### src/rtl/ex_vector_lane_if.sv
// Handshake bundle between the ID/EX register, the vector lane unit and the
// EX/MEM register. The slave side is the lane unit; the master side is the
// surrounding pipeline (ID/EX producer and EX/MEM consumer).
interface ex_vector_lane_if #(
  parameter int LANES  = 6,
  parameter int LANE_W = 8
);
  localparam int VW = LANES * LANE_W;

  logic          flush;
  logic          in_valid;
  logic          in_ready;
  logic [4:0]    alu_control;
  logic [31:0]   rs_scalar;
  logic [VW-1:0] va;
  logic [VW-1:0] vb;
  logic [4:0]    vd_in;
  logic          reg_write_in;
  logic [1:0]    mem_to_reg_in;
  logic          out_valid;
  logic          out_ready;
  logic [VW-1:0] vresult;
  logic [4:0]    vd_out;
  logic          reg_write_out;
  logic [1:0]    mem_to_reg_out;
  logic          illegal_op;
  logic          busy;

  modport master (
    output flush, in_valid, alu_control, rs_scalar, va, vb, vd_in,
           reg_write_in, mem_to_reg_in, out_ready,
    input  in_ready, out_valid, vresult, vd_out, reg_write_out,
           mem_to_reg_out, illegal_op, busy
  );

  modport slave (
    input  flush, in_valid, alu_control, rs_scalar, va, vb, vd_in,
           reg_write_in, mem_to_reg_in, out_ready,
    output in_ready, out_valid, vresult, vd_out, reg_write_out,
           mem_to_reg_out, illegal_op, busy
  );
endinterface

### src/rtl/ex_vector_lane_unit.sv
// Execute-stage vector unit: accepts one decoded vector op, computes one lane
// per cycle into a result accumulator, then holds the result for EX/MEM.
// in_ready is low for the whole operation so the hazard logic stalls ID/EX.
module ex_vector_lane_unit #(
  parameter int LANES  = 6,
  parameter int LANE_W = 8
) (
  input  logic             clk,
  input  logic             rst,
  ex_vector_lane_if.slave  bus
);
  localparam int VW   = LANES * LANE_W;
  localparam int LC_W = (LANES > 1) ? $clog2(LANES) : 1;
  localparam logic [LC_W-1:0] LAST_LANE = LC_W'(LANES - 1);

  typedef enum logic [1:0] {IDLE, RUN, DONE} state_t;

  state_t              r_state;
  state_t              w_state_nxt;
  logic [LC_W-1:0]     r_lane_cnt;
  logic [4:0]          r_op;
  logic [2:0]          r_shamt;
  logic [VW-1:0]       r_va;
  logic [VW-1:0]       r_vb;
  logic [VW-1:0]       r_vresult;
  logic [4:0]          r_vd;
  logic                r_reg_write;
  logic [1:0]          r_mem_to_reg;
  logic                r_illegal;
  logic                w_accept;
  logic [LANE_W-1:0]   w_a;
  logic [LANE_W-1:0]   w_b;
  logic [LANE_W-1:0]   w_lane;

  function automatic logic [LANE_W-1:0] sat_add_u(input logic [LANE_W-1:0] a,
                                                  input logic [LANE_W-1:0] b);
    logic [LANE_W:0] s;
    s = {1'b0, a} + {1'b0, b};
    return s[LANE_W] ? {LANE_W{1'b1}} : s[LANE_W-1:0];
  endfunction

  function automatic logic [LANE_W-1:0] mul_lo(input logic [LANE_W-1:0] a,
                                               input logic [LANE_W-1:0] b);
    logic [2*LANE_W-1:0] p;
    p = {{LANE_W{1'b0}}, a} * {{LANE_W{1'b0}}, b};
    return p[LANE_W-1:0];
  endfunction

  function automatic logic op_legal(input logic [4:0] op);
    return (op >= 5'h10) && (op <= 5'h18);
  endfunction

  // Unsupported opcodes pass lane A through unchanged.
  function automatic logic [LANE_W-1:0] lane_op(input logic [4:0]        op,
                                                input logic [LANE_W-1:0] a,
                                                input logic [LANE_W-1:0] b,
                                                input logic [2:0]        sh);
    case (op)
      5'h10:   return a + b;
      5'h11:   return a - b;
      5'h12:   return a & b;
      5'h13:   return a | b;
      5'h14:   return a ^ b;
      5'h15:   return mul_lo(a, b);
      5'h16:   return sat_add_u(a, b);
      5'h17:   return a << sh;
      5'h18:   return a >> sh;
      default: return a;
    endcase
  endfunction

  assign w_accept = (r_state == IDLE) && bus.in_valid && !bus.flush;

  // State register; rst aborts any operation immediately.
  always_ff @(posedge clk or posedge rst) begin
    if (rst) r_state <= IDLE;
    else     r_state <= w_state_nxt;
  end

  // Next-state logic; flush outranks every transition.
  always_comb begin
    w_state_nxt = r_state;
    case (r_state)
      IDLE: if (w_accept) w_state_nxt = RUN;
      RUN: begin
        if (bus.flush)                     w_state_nxt = IDLE;
        else if (r_lane_cnt == LAST_LANE)  w_state_nxt = DONE;
      end
      DONE: begin
        if (bus.flush || bus.out_ready) w_state_nxt = IDLE;
      end
      default: w_state_nxt = IDLE;
    endcase
  end

  // Select the current lane of each operand and compute its result.
  always_comb begin
    w_a = '0;
    w_b = '0;
    for (int k = 0; k < LANES; k++) begin
      if (r_lane_cnt == LC_W'(k)) begin
        w_a = r_va[k*LANE_W +: LANE_W];
        w_b = r_vb[k*LANE_W +: LANE_W];
      end
    end
    w_lane = lane_op(r_op, w_a, w_b, r_shamt);
  end

  // Operand capture at accept; later input changes cannot disturb the op.
  always_ff @(posedge clk) begin
    if (w_accept) begin
      r_op    <= bus.alu_control;
      r_shamt <= bus.rs_scalar[2:0];
      r_va    <= bus.va;
      r_vb    <= bus.vb;
    end
  end

  // Lane counter, result accumulator and forwarded write-back controls.
  always_ff @(posedge clk or posedge rst) begin
    if (rst) begin
      r_lane_cnt   <= '0;
      r_vresult    <= '0;
      r_vd         <= '0;
      r_reg_write  <= 1'b0;
      r_mem_to_reg <= '0;
      r_illegal    <= 1'b0;
    end else if (w_accept) begin
      r_lane_cnt   <= '0;
      r_vd         <= bus.vd_in;
      r_reg_write  <= bus.reg_write_in && op_legal(bus.alu_control);
      r_mem_to_reg <= bus.mem_to_reg_in;
      r_illegal    <= !op_legal(bus.alu_control);
    end else if ((r_state != IDLE) && bus.flush) begin
      r_illegal    <= 1'b0;
    end else if (r_state == RUN) begin
      for (int k = 0; k < LANES; k++) begin
        if (r_lane_cnt == LC_W'(k)) r_vresult[k*LANE_W +: LANE_W] <= w_lane;
      end
      r_lane_cnt <= r_lane_cnt + 1'b1;
    end
  end

  assign bus.in_ready       = (r_state == IDLE);
  assign bus.busy           = (r_state != IDLE);
  assign bus.out_valid      = (r_state == DONE);
  assign bus.vresult        = r_vresult;
  assign bus.vd_out         = r_vd;
  assign bus.reg_write_out  = r_reg_write;
  assign bus.mem_to_reg_out = r_mem_to_reg;
  assign bus.illegal_op     = r_illegal;
endmodule

### src/flat_wrapper.sv
// flat-port wrapper written by rule: the top's interface ports become plain ports
module ex_vector_lane_unit_flat 
#(
  parameter int LANES  = 6,
  parameter int LANE_W = 8
)
  (clk, rst, bus_flush, bus_in_valid, bus_alu_control, bus_rs_scalar, bus_va, bus_vb, bus_vd_in, bus_reg_write_in, bus_mem_to_reg_in, bus_out_ready, bus_in_ready, bus_out_valid, bus_vresult, bus_vd_out, bus_reg_write_out, bus_mem_to_reg_out, bus_illegal_op, bus_busy);
  ex_vector_lane_if #(.LANES(LANES), .LANE_W(LANE_W)) bus_i ();
  input  logic clk;
  input  logic rst;
  input wire logic [$bits(bus_i.flush)-1:0] bus_flush;
  input wire logic [$bits(bus_i.in_valid)-1:0] bus_in_valid;
  input wire logic [$bits(bus_i.alu_control)-1:0] bus_alu_control;
  input wire logic [$bits(bus_i.rs_scalar)-1:0] bus_rs_scalar;
  input wire logic [$bits(bus_i.va)-1:0] bus_va;
  input wire logic [$bits(bus_i.vb)-1:0] bus_vb;
  input wire logic [$bits(bus_i.vd_in)-1:0] bus_vd_in;
  input wire logic [$bits(bus_i.reg_write_in)-1:0] bus_reg_write_in;
  input wire logic [$bits(bus_i.mem_to_reg_in)-1:0] bus_mem_to_reg_in;
  input wire logic [$bits(bus_i.out_ready)-1:0] bus_out_ready;
  output wire logic [$bits(bus_i.in_ready)-1:0] bus_in_ready;
  output wire logic [$bits(bus_i.out_valid)-1:0] bus_out_valid;
  output wire logic [$bits(bus_i.vresult)-1:0] bus_vresult;
  output wire logic [$bits(bus_i.vd_out)-1:0] bus_vd_out;
  output wire logic [$bits(bus_i.reg_write_out)-1:0] bus_reg_write_out;
  output wire logic [$bits(bus_i.mem_to_reg_out)-1:0] bus_mem_to_reg_out;
  output wire logic [$bits(bus_i.illegal_op)-1:0] bus_illegal_op;
  output wire logic [$bits(bus_i.busy)-1:0] bus_busy;
  assign bus_i.flush = bus_flush;
  assign bus_i.in_valid = bus_in_valid;
  assign bus_i.alu_control = bus_alu_control;
  assign bus_i.rs_scalar = bus_rs_scalar;
  assign bus_i.va = bus_va;
  assign bus_i.vb = bus_vb;
  assign bus_i.vd_in = bus_vd_in;
  assign bus_i.reg_write_in = bus_reg_write_in;
  assign bus_i.mem_to_reg_in = bus_mem_to_reg_in;
  assign bus_i.out_ready = bus_out_ready;
  assign bus_in_ready = bus_i.in_ready;
  assign bus_out_valid = bus_i.out_valid;
  assign bus_vresult = bus_i.vresult;
  assign bus_vd_out = bus_i.vd_out;
  assign bus_reg_write_out = bus_i.reg_write_out;
  assign bus_mem_to_reg_out = bus_i.mem_to_reg_out;
  assign bus_illegal_op = bus_i.illegal_op;
  assign bus_busy = bus_i.busy;
  ex_vector_lane_unit #(.LANES(LANES), .LANE_W(LANE_W)) u_core (.clk(clk), .rst(rst), .bus(bus_i));
endmodule
### config.mk
export PLATFORM = sky130hd
export DESIGN_NAME = ex_vector_lane_unit_flat
export DESIGN_NICKNAME = d
export VERILOG_FILES = /design/src/rtl/ex_vector_lane_if.sv /design/src/rtl/ex_vector_lane_unit.sv /design/src/flat_wrapper.sv
export SDC_FILE = /design/constraint.sdc
export NUM_CORES = 1
export LEC_CHECK = 0
export CAP_MARGIN = 25
export CORE_MARGIN = 2
export CORE_UTILIZATION = 47
export CTS_BUF_LIST = sky130_fd_sc_hd__clkbuf_4
export DETAILED_ROUTE_END_ITERATION = 8
export HOLD_SLACK_MARGIN = 0.02
export PLACE_DENSITY = 0.83
export SYNTH_ARGS = -nofsm -noshare
export SYNTH_HDL_FRONTEND = slang
export SYNTH_SLANG_ARGS = --single-unit
### constraint.sdc
create_clock -name clk -period 6.52 [get_ports clk]
set_input_delay 1.304 -clock clk [delete_from_list [all_inputs] [get_ports clk]]
set_output_delay 1.304 -clock clk [all_outputs]
set_load 0.1 [all_outputs]
==> flow_metrics.env <==
export IMPL_cts_clk_slew_worst_paths_ns=0.17
export IMPL_core_area_mm2=0.02089
export IMPL_tightest_slew_ns=1.012
export IMPL_routed_wl_mm=27.19
export IMPL_num_antenna_cells=0
export IMPL_fin_skew_ns=0.02958
export IMPL_final_util_pct=59.07
export IMPL_cp_arrival_ns=6.65
export IMPL_crit_buf_inv=6
export IMPL_irDropWorstVdd_uv=356.9
export IMPL_startpoint_type="register"
export IMPL_slew_headroom_pct=32.31
export IMPL_crit_path_max_incr_delay_ns=0.54
export IMPL_grt_pass1_vias=7731
export IMPL_yosysUniqueCellTypes=99
export IMPL_cts_sinks=166
export IMPL_synthToLayoutAreaGrowth_pct=24.21
export IMPL_setup_viol=0
export IMPL_min_path_type="register to register"
export IMPL_fillers=1687
export IMPL_cp_top_family="adder cells"
export IMPL_maxCapViolCount=0
export IMPL_cts_tree="yes"
export IMPL_async_flop_share_pct=37.35
export IMPL_cts_root_buf="clkbuf_4"
export IMPL_syn_inst=902
export IMPL_endpoint_kind="register"
export IMPL_power_w=0.006659
export IMPL_grt_pass1_wl_mm=42.00
export IMPL_netlist_area_mm2=0.009933
export IMPL_crit_top_cell="ha_1"
export IMPL_die_h_um=149.4
export IMPL_ios=206
export IMPL_fp_dieW_um=149.4
export IMPL_path_class="register to register"
export IMPL_clockBufferDepth=2
export IMPL_port_buffers=176
export IMPL_rsz0062_at_grt="false"
export IMPL_setup_tns_ns=0
export IMPL_power_density_mw_per_mm2=539.7
export IMPL_num_vias=7860
export IMPL_drtPass1Iterations=8
export IMPL_worstPathMaxFanout=24
export IMPL_synth_top_area_cell="edfxtp_1"
export IMPL_start_util_pct=47.55
export IMPL_final_common_cell="clkdlybuf4s50_1"
export IMPL_htree_levels=4
export IMPL_clk_latency_ns=0.61
export IMPL_ys_ff_latch=166
export IMPL_via_per_inst=5.725
export IMPL_status="complete, no violations"
export IMPL_cts_buffers=17
export IMPL_antenna_found_initial=0
export IMPL_p_leak_nw=4.846
export IMPL_overflow=0
export IMPL_final_max_slew_viol_count=0
export IMPL_track_usage_pct=24.72
export IMPL_yosysWarnings=0
export IMPL_dpl_hpwl_mm=20.39
export IMPL_synth_edf_count=104
export IMPL_fin_crit_sh_pct=94.57
export IMPL_hold_buffers=0
export IMPL_path_cells="ha_1, ha_1, buf_4, buf_4, a221oi_2, a211oi_4, ha_1, inv_1, fa_1, inv_1, ha_1, fa_1, inv_1, fa_1, inv_1, ha_1, a21oi_1, xnor2_1, xnor2_1, xnor3_1, mux2i_4, a41oi_1"
export IMPL_synth_top_area_share_pct=31.44
export IMPL_timing_fmax_mhz=162.2
export IMPL_syn_nets=1107
export IMPL_synthFlopType="edfxtp_1"
export IMPL_detail_route_iter0_violations=680
export IMPL_ant_nets=0
export IMPL_layout_common_cells="clkdlybuf4s50_1 (176), edfxtp_1 (104), nand2_1 (93)"
export IMPL_crit_required_ns=7.00
export IMPL_cp_slowest_cell="fa_1"
export IMPL_grt_max_degree=78
export IMPL_ctsResizeCount=0
export IMPL_fin_crit_ns=6.166
export IMPL_rows=53
export IMPL_avgSynthCellArea_um2=11.01
export IMPL_nets=1290
export IMPL_gp_congestion=0.9485
export IMPL_cts_setup_buffers=0
export IMPL_drive_gt1_share_pct=14.12
export IMPL_route_detailed_drc=0
export IMPL_synth_area_top_cells="edfxtp_1 (31%), dfrtp_1 (16%), ha_1 (5.7%)"
export IMPL_yosysSeqAreaShare_pct=47.06
export IMPL_die_area_mm2=0.02231
export IMPL_finalHoldViolations=0
export IMPL_routedWlPerCell_um=19.80
==> cells by family after synthesis <==
family	count (synthesis)	synth area share, %
XOR/XNOR	25	2.481
AO/OA/AOI/OAI	223	18.06
multiplexers	36	4.144
buffers and inverters	110	5.668
AND/OR/NAND/NOR	283	14.10
adder cells (fa/ha/maj)	59	8.490
flip-flops	166	47.06
==> final cells by class <==
| class | instances | area (µm²) | share of cell area [%] |
|---|---|---|---|
| timing repair buffer | 207 | 2032 | 16.47 |
| multi-input combinational | 626 | 4737 | 38.39 |
| sequential | 166 | 4674 | 37.89 |
| tap | 275 | 344.1 | 2.789 |
| clock inverter | 14 | 161.4 | 1.308 |
| clock buffer | 18 | 135.1 | 1.095 |
| inverter | 67 | 254.0 | 2.059 |
==> where the power goes <==
part / switching [W] / leakage [nW] / internal [W]
logic: 0.00298 / 2.93 / 0.00166
clock network: 0.000420 / 0.156 / 0.000213
registers: 0.0000925 / 1.76 / 0.00129
total: 0.00349 / 4.85 / 0.00317
==> per-stage QoR <==
stage | instances | worst slack, ns | area (µm²) | hold slack [ns]
after floorplan | 902 | 0.6095 | 9933 | 0.4750
after global placement | 1340 | 0.3950 | 11990 | 0.4642
after detailed placement | 1341 | 0.2806 | 12010 | 0.4761
after CTS | 1373 | 0.2389 | 12310 | 0.5091
after global routing | 1373 | 0.04127 | 12340 | 0.5375
final | 1373 | 0.3542 | 12340 | 0.4985
==> state kept, by name, summed over array words and instances, names as in the netlist <==
name and count:
u_core.r_vb 48, u_core.bus.vresult 48, u_core.r_shamt 3, u_core.bus.vd_out 5, u_core.r_op 5, u_core.bus.reg_write_out 1
u_core.bus.illegal_op 1, u_core.r_lane_cnt 3, u_core.r_state 2, u_core.r_va 48, u_core.bus.mem_to_reg_out 2
==> worst paths after layout <==
path	startpoint	end	slack, ns	cells after the start
worst max register to register	u_core.r_lane_cnt[0]	u_core.bus.vresult[23]	0.35	22
max in group asynchronous	rst	u_core.bus.vresult[34]	4.77	3
worst min-delay path	u_core.bus.vresult[16]	u_core.bus.vresult[16]	0.50	2
min in group asynchronous	rst	u_core.bus.vresult[37]	1.21	3
worst min register to register	u_core.bus.vresult[16]	u_core.bus.vresult[16]	0.50	2
worst max-delay path	u_core.r_lane_cnt[0]	u_core.bus.vresult[23]	0.35	22
==> Yosys cell counts, drive strengths merged (6+ instances only) <==
cell / number
a2111oi: 8
a211oi: 12
a21o: 12
a21oi: 38
a221oi: 7
a22o: 6
a22oi: 6
a31oi: 9
and2: 7
buf: 26
clkbuf: 17
dfrtp: 62
edfxtp: 104
fa: 14
ha: 45
inv: 67
mux2: 28
mux2i: 7
nand2: 93
nand2b: 8
nand3: 12
nand3b: 22
nor2: 81
nor2b: 19
nor3: 8
o211ai: 13
o21ai: 50
o31ai: 13
or2: 10
xnor2: 17
xor2: 6
==> worst register-to-register path: stages, from the launching register on <==
cell,delay (ns)
dfrtp_1,0.46
ha_1,0.22
ha_1,0.19
buf_4,0.30
buf_4,0.26
a221oi_2,0.07
a211oi_4,0.32
ha_1,0.28
inv_1,0.11
fa_1,0.54
inv_1,0.04
ha_1,0.29
fa_1,0.53
inv_1,0.05
fa_1,0.53
inv_1,0.04
ha_1,0.32
a21oi_1,0.19
xnor2_1,0.16
xnor2_1,0.14
xnor3_1,0.48
mux2i_4,0.33
a41oi_1,0.18
==> per-layer routing <==
layer,vias up,global-route usage [%],routed length [µm],part of all wire [%]
li1,3630,-,-,-
met1,3790,32.97,11240,41
met2,365,39.79,13110,48
met3,75,5.015,1987,7.3
met4,0,9.667,853,3.1
met5,-,0,0,0
(Power assumes the default switching activity.)
